`src/rtl/seq_bit_serializer.sv`:
```
// Parallel-to-serial feeder for the sequence detector: first bit is on ip the cycle after accept,
// and back-to-back words form a gapless stream. stall freezes the shift and drops ip_valid.
module seq_bit_serializer #(
  parameter int WIDTH     = 8,
  parameter bit MSB_FIRST = 1'b1,
  parameter bit IDLE_BIT  = 1'b0
) (
  input  logic                         clk,
  input  logic                         rst,
  input  logic [WIDTH-1:0]             in_data,
  input  logic [$clog2(WIDTH+1)-1:0]   in_len,
  input  logic                         in_valid,
  output logic                         in_ready,
  input  logic                         stall,
  output logic                         ip,
  output logic                         ip_valid,
  output logic                         frame_done,
  output logic                         len_err,
  output logic                         busy
);

  localparam int LW = $clog2(WIDTH+1);

  typedef enum logic {
    IDLE,
    SHIFT
  } state_t;

  state_t           state;
  state_t           state_nxt;
  logic [LW-1:0]    bits_left;
  logic [LW-1:0]    len_c;
  logic [WIDTH-1:0] shreg;
  logic [WIDTH-1:0] aligned;
  logic             accept;
  logic             load;
  logic             advance;
  logic             last_out;

  assign len_c   = (in_len > LW'(WIDTH)) ? LW'(WIDTH) : in_len;
  // For MSB-first, left-justify the active bits so the next bit is always the top one.
  assign aligned = in_data << (LW'(WIDTH) - len_c);

  assign accept   = in_valid && in_ready;
  assign load     = accept && (len_c != '0);
  assign advance  = (state == SHIFT) && !stall && (bits_left > LW'(1));
  assign last_out = (state == SHIFT) && (state_nxt == IDLE);

  always_ff @(posedge clk or negedge rst) begin
    if (!rst) begin
      state <= IDLE;
    end else begin
      state <= state_nxt;
    end
  end

  always_comb begin
    state_nxt  = state;
    in_ready   = 1'b0;
    ip_valid   = 1'b0;
    frame_done = 1'b0;
    busy       = 1'b0;
    case (state)
      IDLE: begin
        in_ready = 1'b1;
        if (in_valid && (len_c != '0)) begin
          state_nxt = SHIFT;
        end
      end
      SHIFT: begin
        busy     = 1'b1;
        ip_valid = !stall;
        if (!stall && (bits_left == LW'(1))) begin
          in_ready   = 1'b1;
          frame_done = 1'b1;
          if (!(in_valid && (len_c != '0))) begin
            state_nxt = IDLE;
          end
        end
      end
      default: state_nxt = IDLE;
    endcase
  end

  // ip is registered; a stalled cycle simply skips the update so the bit is held.
  always_ff @(posedge clk or negedge rst) begin
    if (!rst) begin
      shreg     <= '0;
      bits_left <= '0;
      ip        <= IDLE_BIT;
      len_err   <= 1'b0;
    end else begin
      len_err <= accept && (len_c == '0);
      if (load) begin
        bits_left <= len_c;
        ip        <= MSB_FIRST ? aligned[WIDTH-1] : in_data[0];
        shreg     <= MSB_FIRST ? (aligned << 1) : (in_data >> 1);
      end else if (advance) begin
        bits_left <= bits_left - LW'(1);
        ip        <= MSB_FIRST ? shreg[WIDTH-1] : shreg[0];
        shreg     <= MSB_FIRST ? (shreg << 1) : (shreg >> 1);
      end else if (last_out) begin
        bits_left <= '0;
        ip        <= IDLE_BIT;
      end
    end
  end

endmodule
```
`config.mk`:
```
export PLATFORM = sky130hd
export DESIGN_NAME = seq_bit_serializer
export DESIGN_NICKNAME = d
export VERILOG_FILES = /design/src/rtl/seq_bit_serializer.sv
export SDC_FILE = /design/constraint.sdc
export NUM_CORES = 1
export LEC_CHECK = 0
export CAP_MARGIN = 20
export CORE_MARGIN = 8
export CORE_UTILIZATION = 51
export DETAILED_ROUTE_END_ITERATION = 7
export PLACE_DENSITY = 0.85
export SKIP_CTS_REPAIR_TIMING = 1
export SYNTH_ARGS = -nofsm -noshare
export SYNTH_HDL_FRONTEND = slang
export SYNTH_SLANG_ARGS = --single-unit
```
`constraint.sdc`:
```
create_clock -name clk -period 1.95 [get_ports clk]
set_input_delay 0.195 -clock clk [delete_from_list [all_inputs] [get_ports clk]]
set_output_delay 0.195 -clock clk [all_outputs]
set_load 0.02 [all_outputs]
```
Word level (Yosys, flattened, before mapping)
Index checks and enable logic that the tools add are counted. W data, S select, Z words.

Add/sub/neg operators: 2. Order comparisons: 2. Eq/ne operators: 1. Shifts and indexed selects: 1. Muxes and demuxes: 17. Bitwise gates (word level): 2. Reduce and logical (&&, ||, !) cells: 13.

Operator list (count): $mux W4 (4); $mux W8 (2); $mux W1 (9); $logic_and A1 B1 Y1 (8); $shl A8 B4 Y8 (1); $eq A4 B1 Y1 const B (1); $gt A4 B1 Y1 const B (1); $gt A4 B4 Y1 const B (1); $logic_not A4 Y1 (1); $pmux W1 S2 (2); $reduce_bool A4 Y1 (1); $sub A4 B1 Y4 const B (1); $sub A4 B4 Y4 const A (1); $reduce_bool A3 Y1 (1); $not A1 Y1 (2); $reduce_bool A2 Y1 (1); $logic_not A1 Y1 (1).

Flip-flop bits (word level): 15. Input port bits: 16. Logic and storage cells: 43.

Depth between registers and ports, before layout
Gate-level depths: netlist of run 1.

Word-level depth: 12. Depth in mapped cells: 10.

Least setup slack after synthesis of run 1
OpenSTA, ideal clock, no wires.

Kind: input port to flip-flop. From: input port in_len[0]. To: register shreg[5]. Setup time: 0.124 ns. Arrival: 1.774 ns. Required time: 1.826 ns. Slack: 0.052 ns. Stages: 10. Cell sequence: nor2b_2 > buf_6 > inv_6 > ha_1 > or3b_4 > o211ai_2 > buf_6 > nand2_4 > o22ai_1 > nor2_1.

Cells in the longest elaborated chain, start to end: 5.

RTL lines: start, declared (line 11) `input logic [$clog2(WIDTH+1)-1:0] in_len,`; $gt A4 B4 Y1 (line 40) `assign len_c = (in_len > LW'(WIDTH)) ? LW'(WIDTH) : in_len;`; $mux W4 (*) (line 40); $sub A4 B4 Y4 or $reduce_bool A4 Y1 (tied branches) (line 42, 45); $shl A8 B4 Y8 or $logic_and A1 B1 Y1 (tied branches) (line 42, 45); $mux W8 or $reduce_bool A2 Y1 (tied branches); end signal, assigned (line 97) `shreg <= MSB_FIRST ? (aligned << 1) : (in_data >> 1);`; end signal, assigned (line 101) `shreg <= MSB_FIRST ? (shreg << 1) : (shreg >> 1);`; end, declared (line 33) `logic [WIDTH-1:0] shreg;`.

Mark *: on every way between the ends. The rest lies on a longest branch, timed or not. A chain may end at the register's enable or synchronous reset.

Worst setup path after layout of run 1
From: input port in_len[0]. To: register shreg[7].

Same word-level chain as after synthesis.

==> summary.txt, run 1 <==
Power and ir drop
  – Leak: 0.756 nW
  – Worst vdd ir: 0.000842 V
  – Sequential power share: 29.1%
  – Sw Ratio: 40.7%
  – Total power: 1.86 mW
  – Internal: 1.10 mW
  – Combinational Power Share: 58.8%
  – Clk network pwr share: 12.1%
  – PD cells: 1140 nW/µm²
  – Psw: 0.759 mW

Logic synthesis
  – Post-Synthesis Mean Instance Area: 9.69 µm²
  – Yosys reg bits: 14
  – Synth Net Count: approximately 130
  – Top_reg_cell synth: dfrtp_1
  – Seq/Total Area, Yosys: a little under a third
  – Syn Inst Count: around 110
  – Cell area after synthesis: 1100 µm²
  – Post-synth EDFFs: 0
  – Synth async-reset ratio: 100%
  – Post-synthesis cell type count: 44
  – Synth warn: 0

Placement
  – Port Buffer Count: 21
  – Placed Area: 1510 µm²
  – Post-DP HPWL: about 2400 µm
  – GPL Wtd Cong: between 0.9 and 1
  – Placed Cells: 183

Timing
  – Max Freq: 527 MHz
  – Clk_skew: 7.81 ps
  – Final Max Slew Viols: 0
  – Rel. slew slack: a little over half
  – Final Hold Viols: 0
  – Minimum clock period: 1900 ps
  – Setup TNS: 0 ps
  – Worst-Margin Slew: approximately 700 ps
  – Fin crit share: 97.3%
  – Endpoints failing setup: 0
  – RSZ-0062 raised after global routing: false

GRT
  – Overflow after GRT: 0
  – Vias in the first global route: 1132
  – Antenna violations before repair: 0
  – Largest net degree at the start of global routing: 15
  – First-pass GRT wire length: 5050 µm
  – Total track usage: between 15 and 20%

Critical path
  – Worst reg2reg path depth: 8
  – R2r startpoint: bits_left[1]$_DFFE_PN0P_
  – Crit end category: flop
  – Arrival time of the worst setup path: 2090 ps
  – Required time worst endpoint: 2140 ps
  – Critical path's slowest cell: clkdlybuf4s50_1
  – Setup CP Type: input pin to flop
  – Crit-path cells: clkdlybuf4s50_1 -> nor2b_4 -> inv_6 -> ha_2 -> buf_4 -> xor2_4 -> mux2_2 -> o32ai_2 -> a21oi_1
  – Reg2Reg Setup Slack: 100 ps
  – Critical Path Max Stage Delay: 480 ps
  – Worst-path fanout max: 5
  – CP Buf/Inv Count: 3
  – R2R Path End: shreg[2]$_DFFE_PN0P_
  – Cell family with most CP delay: buffers and inverters
  – Startpoint types: input pin

Floorplanning
  – Die span in x: 62.5 µm
  – Die Height: approximately 63 µm
  – Total core area: 2130 µm²
  – Rows: 17
  – Die area: 3910 µm²
  – Initial Util: 51.9%
  – Top Ports: 22

Layout
  – Core Util, Final: 76.8%
  – # diodes: 0
  – Final Cell Area: 1630 µm²
  – Finished Layout Cells: 193
  – FILL cells: 142
  – Share of cells above drive strength 1: around a third
  – Layout Nets: 185
  – Area Growth Syn to Fin: 47.8%

Clocking
  – H-tree depth: 1
  – CTS tree: built
  – Root Buffer: clkbuf_4
  – Cts bufs inserted: 3
  – CTS clk-pin slew, worst paths: 100 ps
  – Clk sinks: 14
  – Number of buffers on the longest clock path: 2
  – Worst-Skew Late Latency: 300 ps

Run
  – Max_cap viols: 0

Detailed routing
  – Final WL: ~3100 µm
  – DR WL/cell: 16.1 µm
  – Vias/cell: 5.62
  – DRT iter0 DRCs: 29
  – Drt first pass iters: 4
  – DRC: 0
  – Via count: 1085
  – Post-route antenna net violation count: 0

Min path
  – Worst hold path class: input pin to async pin

Status
  – Status: finished clean
## registers in the layout, summed over array words and instances (netlist names)
name / flops
shreg: 7
bits_left: 4
state: 1
ip: 1
len_err: 1
## power by group through the flow
stage                     clock [mW]  sequential, mW  combinational [mW]
after global routing           0.243           0.556                1.20
after CTS                      0.229           0.531               0.984
after detailed placement           0           0.540               0.978
final                          0.225           0.542                1.10
after floorplan                    0           0.527               0.618
after global placement             0           0.525               0.925
## cell usage after synthesis, types with 2 or more instances
master,number,share of area (%)
dfrtp_1,14,32
nor2_1,13,4.4
nand2_1,9,3.1
inv_1,8,2.7
mux2i_1,7,6.3
o21ai_0,7,3.2
a21oi_1,5,2.3
ha_1,3,3.4
mux2_2,3,3.1
nand3_1,3,1.4
o21a_1,3,2.0
o22ai_1,3,1.7
a211oi_1,2,1.4
and3_1,2,1.1
buf_6,2,2.0
o221ai_1,2,1.6
## through the flow
stage	setup WS (ps)	hold slack, ps
after CTS	-250	322
after detailed placement	-406	518
after global routing	10.5	340
after floorplan	52.0	-101
after global placement	-315	492
final	52.0	305
## cell usage in the layout, fill, tap and decap left out, drive strengths merged, types with 3 or more instances in the layout
master         instances
mux2i                  7
ha                     3
clkdlybuf4s50         18
nand2                 10
dfrtp                 14
a21oi                  5
mux2                   4
o21a                   3
o21ai                  7
clkbuf                 4
nor2                  13
buf                   29
nand3                  4
o22ai                  3
inv                    9
dlymetal6s2s           3
## metal layers
layer	wire length, µm	GRT usage (%)	vias to the layer above
met5	0	0	-
met4	32	4.27	0
met3	122	4.30	4
met2	1750	29.9	28
met1	1200	15.8	536
li1	-	-	517
## kinds of logic (layout without fill, tap and decap cells)
| kind of cell | after synthesis | count (layout) | share of synthesized area [%] |
|---|---|---|---|
| mux | 12 | 12 | 12.8 |
| simple gates | 41 | 41 | 22.9 |
| compound gates | 31 | 31 | 20.7 |
| xor+xnor | 1 | 1 | 2.49 |
| fa+ha+maj | 3 | 3 | 3.40 |
| flops | 14 | 14 | 31.7 |
| buf+inv | 12 | 63 | 6.00 |
## layout make-up
cell class / instances / area (µm²) / share of cell area (%)
inverter: 9 / 38.8 / 2.38
sequential: 14 / 353 / 21.6
timing repair buffer: 50 / 448 / 27.4
multi-input combinational: 88 / 722 / 44.2
tap: 28 / 35.0 / 2.15
clock buffer: 4 / 36.3 / 2.22
## worst max path at each step
stage / to / cells past startpoint / slack, ps / startpoint
3_5_place_dp: bits_left[2]$_DFFE_PN0P_ / 9 / -410 / in_len[3]
6_report: shreg[7]$_DFFE_PN0P_ / 9 / 50 / in_len[0]
4_1_cts: in_ready / 5 / -250 / bits_left[1]$_DFFE_PN0P_
5_1_grt: shreg[2]$_DFFE_PN0P_ / 8 / 10 / bits_left[1]$_DFFE_PN0P_
2_1_floorplan: shreg[5]$_DFFE_PN0P_ / 10 / 50 / in_len[0]
3_3_place_gp: ip$_DFFE_PN0P_ / 9 / -320 / in_len[3]
Power figures use the tool's default switching activity.
==> run 2: changes to the inputs <==
--- a/config.mk
+++ b/config.mk
@@ -8,9 +8,11 @@
 export CAP_MARGIN = 20
 export CORE_MARGIN = 8
 export CORE_UTILIZATION = 51
+export CTS_CLUSTER_DIAMETER = 150
 export DETAILED_ROUTE_END_ITERATION = 7
 export PLACE_DENSITY = 0.85
 export SKIP_CTS_REPAIR_TIMING = 1
+export SLEW_MARGIN = 20
 export SYNTH_ARGS = -nofsm -noshare
 export SYNTH_HDL_FRONTEND = slang
 export SYNTH_SLANG_ARGS = --single-unit
==> results of run 2 <==
Same layout as run 1: the final DEF is identical, and so are final timing and power.
==> run 3: changes to the inputs <==
--- a/config.mk
+++ b/config.mk
@@ -7,12 +7,13 @@
 export LEC_CHECK = 0
 export CAP_MARGIN = 20
 export CORE_MARGIN = 8
-export CORE_UTILIZATION = 51
+export CORE_UTILIZATION = 30
 export CTS_CLUSTER_DIAMETER = 150
 export DETAILED_ROUTE_END_ITERATION = 7
-export PLACE_DENSITY = 0.85
+export PLACE_DENSITY = 0.57
 export SKIP_CTS_REPAIR_TIMING = 1
 export SLEW_MARGIN = 20
 export SYNTH_ARGS = -nofsm -noshare
 export SYNTH_HDL_FRONTEND = slang
 export SYNTH_SLANG_ARGS = --single-unit
+export TNS_END_PERCENT = 1
==> summary.txt, run 3 (same netlist as run 1, synthesis figures left out) <==
Critical path
  – Worst-path fanout max: 3
  – Critical Path Max Stage Delay: 480 ps
  – Arrival time of the worst setup path: about 2200 ps
  – R2R Path End: ip$_DFFE_PN0P_
  – Critical Path Start: in_len[0]
  – R2r startpoint: bits_left[0]$_DFFE_PN0P_
  – Startpoint types: input pin
  – Required time worst endpoint: between 2000 and 2500 ps
  – Critical path's slowest cell: clkdlybuf4s50_1
  – Reg2Reg Setup Slack: 30 ps
  – Crit end category: flop
  – Crit-path cells: clkdlybuf4s50_1 -> nor2b_2 -> inv_6 -> ha_1 -> buf_4 -> xor2_4 -> mux2_2 -> o32ai_1 -> a21oi_1
  – Setup CP Type: input pin to flop
  – Worst reg2reg path depth: 6

Detailed routing
  – Vias/cell: 4.82
  – DRC: 0
  – Drt first pass iters: 4
  – DRT iter0 DRCs: 55
  – DR WL/cell: between 10 and 15 µm
  – Final WL: 2800 µm
  – Post-route antenna net violation count: 0
  – Via count: 984

Placement
  – Post-DP HPWL: 2260 µm
  – GPL Wtd Cong: between 0.8 and 0.9
  – Port Buffer Count: 21

Run
  – Max_cap viols: 0

Clocking
  – H-tree depth: 1
  – Root Buffer: clkbuf_8
  – Clk sinks: 14
  – CTS clk-pin slew, worst paths: approximately 60 ps
  – Number of buffers on the longest clock path: 2
  – Cts bufs inserted: 3
  – CTS tree: built
  – Worst-Skew Late Latency: around 250 ps

Timing
  – Minimum clock period: 2060 ps
  – Final hold slack: 346 ps
  – Fin crit share: 106%
  – Worst-Margin Slew: 654 ps
  – Final worst slack: -112 ps
  – Clk_skew: 9.02 ps
  – Rel. slew slack: between 50% and 60%
  – Endpoints failing setup: 4
  – RSZ-0062 raised after global routing: true
  – Setup TNS: -288 ps
  – Max Freq: between 400 and 500 MHz
  – Final Hold Viols: 0
  – Final Max Slew Viols: 0

GRT
  – Total track usage: approximately a tenth
  – Antenna violations before repair: 0
  – Vias in the first global route: 1024
  – Overflow after GRT: 0
  – First-pass GRT wire length: around 4700 µm
  – Largest net degree at the start of global routing: 16

Power and ir drop
  – Leak: 0.712 nW
  – PD cells: between 1000 and 1500 nW/µm²
  – Worst vdd ir: 0.000576 V

Layout
  – Max FFs per register: 7
  – Leading registers by flop count: shreg (7), bits_left (4)
  – Core Util, Final: 43.9%
  – Largest register by flop count: shreg
  – Leading cell type in the layout, fill and taps excluded: buf_4
  – Commonest non-fill, non-tap cells in the layout: 20 x buf_4, 18 x clkdlybuf4s50_1, 13 x nor2_1, 13 x dfrtp_1, 9 x nand2_1
  – Share of cells above drive strength 1: 28.8%
  – # diodes: 0
  – Layout Nets: about 180
  – Area Growth Syn to Fin: 43.1%

Floorplanning
  – Rows: 22
  – Die area: 5880 µm²
  – Die span in x: approximately 77 µm
  – Total core area: 3610 µm²
  – Initial Util: 30.6%
  – Top Ports: 22
  – Die Height: 76.7 µm

Min path
  – Worst hold path class: input pin to async pin

Status
  – Failing checks: setup timing
  – Status: finished with violations
run 3: metal layers:
layer / vias up / global-route usage [%] / wire length, µm
met2: 15 / 16.5 / 1400
met4: 0 / 0.577 / 0
met5: - / 0 / 0
met3: 0 / 3.15 / 106
li1: 505 / - / -
met1: 464 / 11.5 / 1290
run 3: critical path: cells and delay by family:
kind	cells	cell delay, ps
buf+inv	3	670
mux	1	350
compound gates	2	300
simple gates	1	240
fa+ha+maj	1	210
xor+xnor	1	200
run 3: how the worst max path moves through the flow:
stage | end | slack, ps | cells past startpoint
floorplan | shreg[5]$_DFFE_PN0P_ | 50 | 10
global placement | shreg[7]$_DFFE_PN0P_ | -340 | 9
detailed placement | shreg[7]$_DFFE_PN0P_ | -360 | 9
CTS | in_ready | -270 | 5
global route | shreg[7]$_DFFE_PN0P_ | -250 | 10
finish | shreg[7]$_DFFE_PN0P_ | -110 | 9
run 3: final cells by class:
cell class / instances / area (µm²)
Sequential cell: 14 / 352
Multi-Input combinational cell: 88 / 708
Tap cell: 48 / 60.1
Fill cell: 363 / 2020
Clock buffer: 4 / 55.1
Inverter: 9 / 38.8
Timing Repair Buffer: 41 / 368
run 3: metrics by stage:
| stage | power (mW) | cells | instance area, µm² | worst slack [ps] |
|---|---|---|---|---|
| after global placement | 1.44 | 200 | 1500 | -336 |
| after global routing | 1.93 | 204 | 1580 | -253 |
| final | 1.77 | 204 | 1580 | -112 |
| after CTS | 1.76 | 204 | 1550 | -272 |
| after floorplan | 1.14 | 114 | 1100 | 52.0 |
| after detailed placement | 1.46 | 200 | 1500 | -360 |
run 3: where the power goes:
group          total [mW]  internal, mW  switching [mW]
Clock               0.281         0.179           0.102
Combinational       0.942         0.465           0.477
Sequential          0.550         0.419           0.131
Total                1.77          1.06           0.710
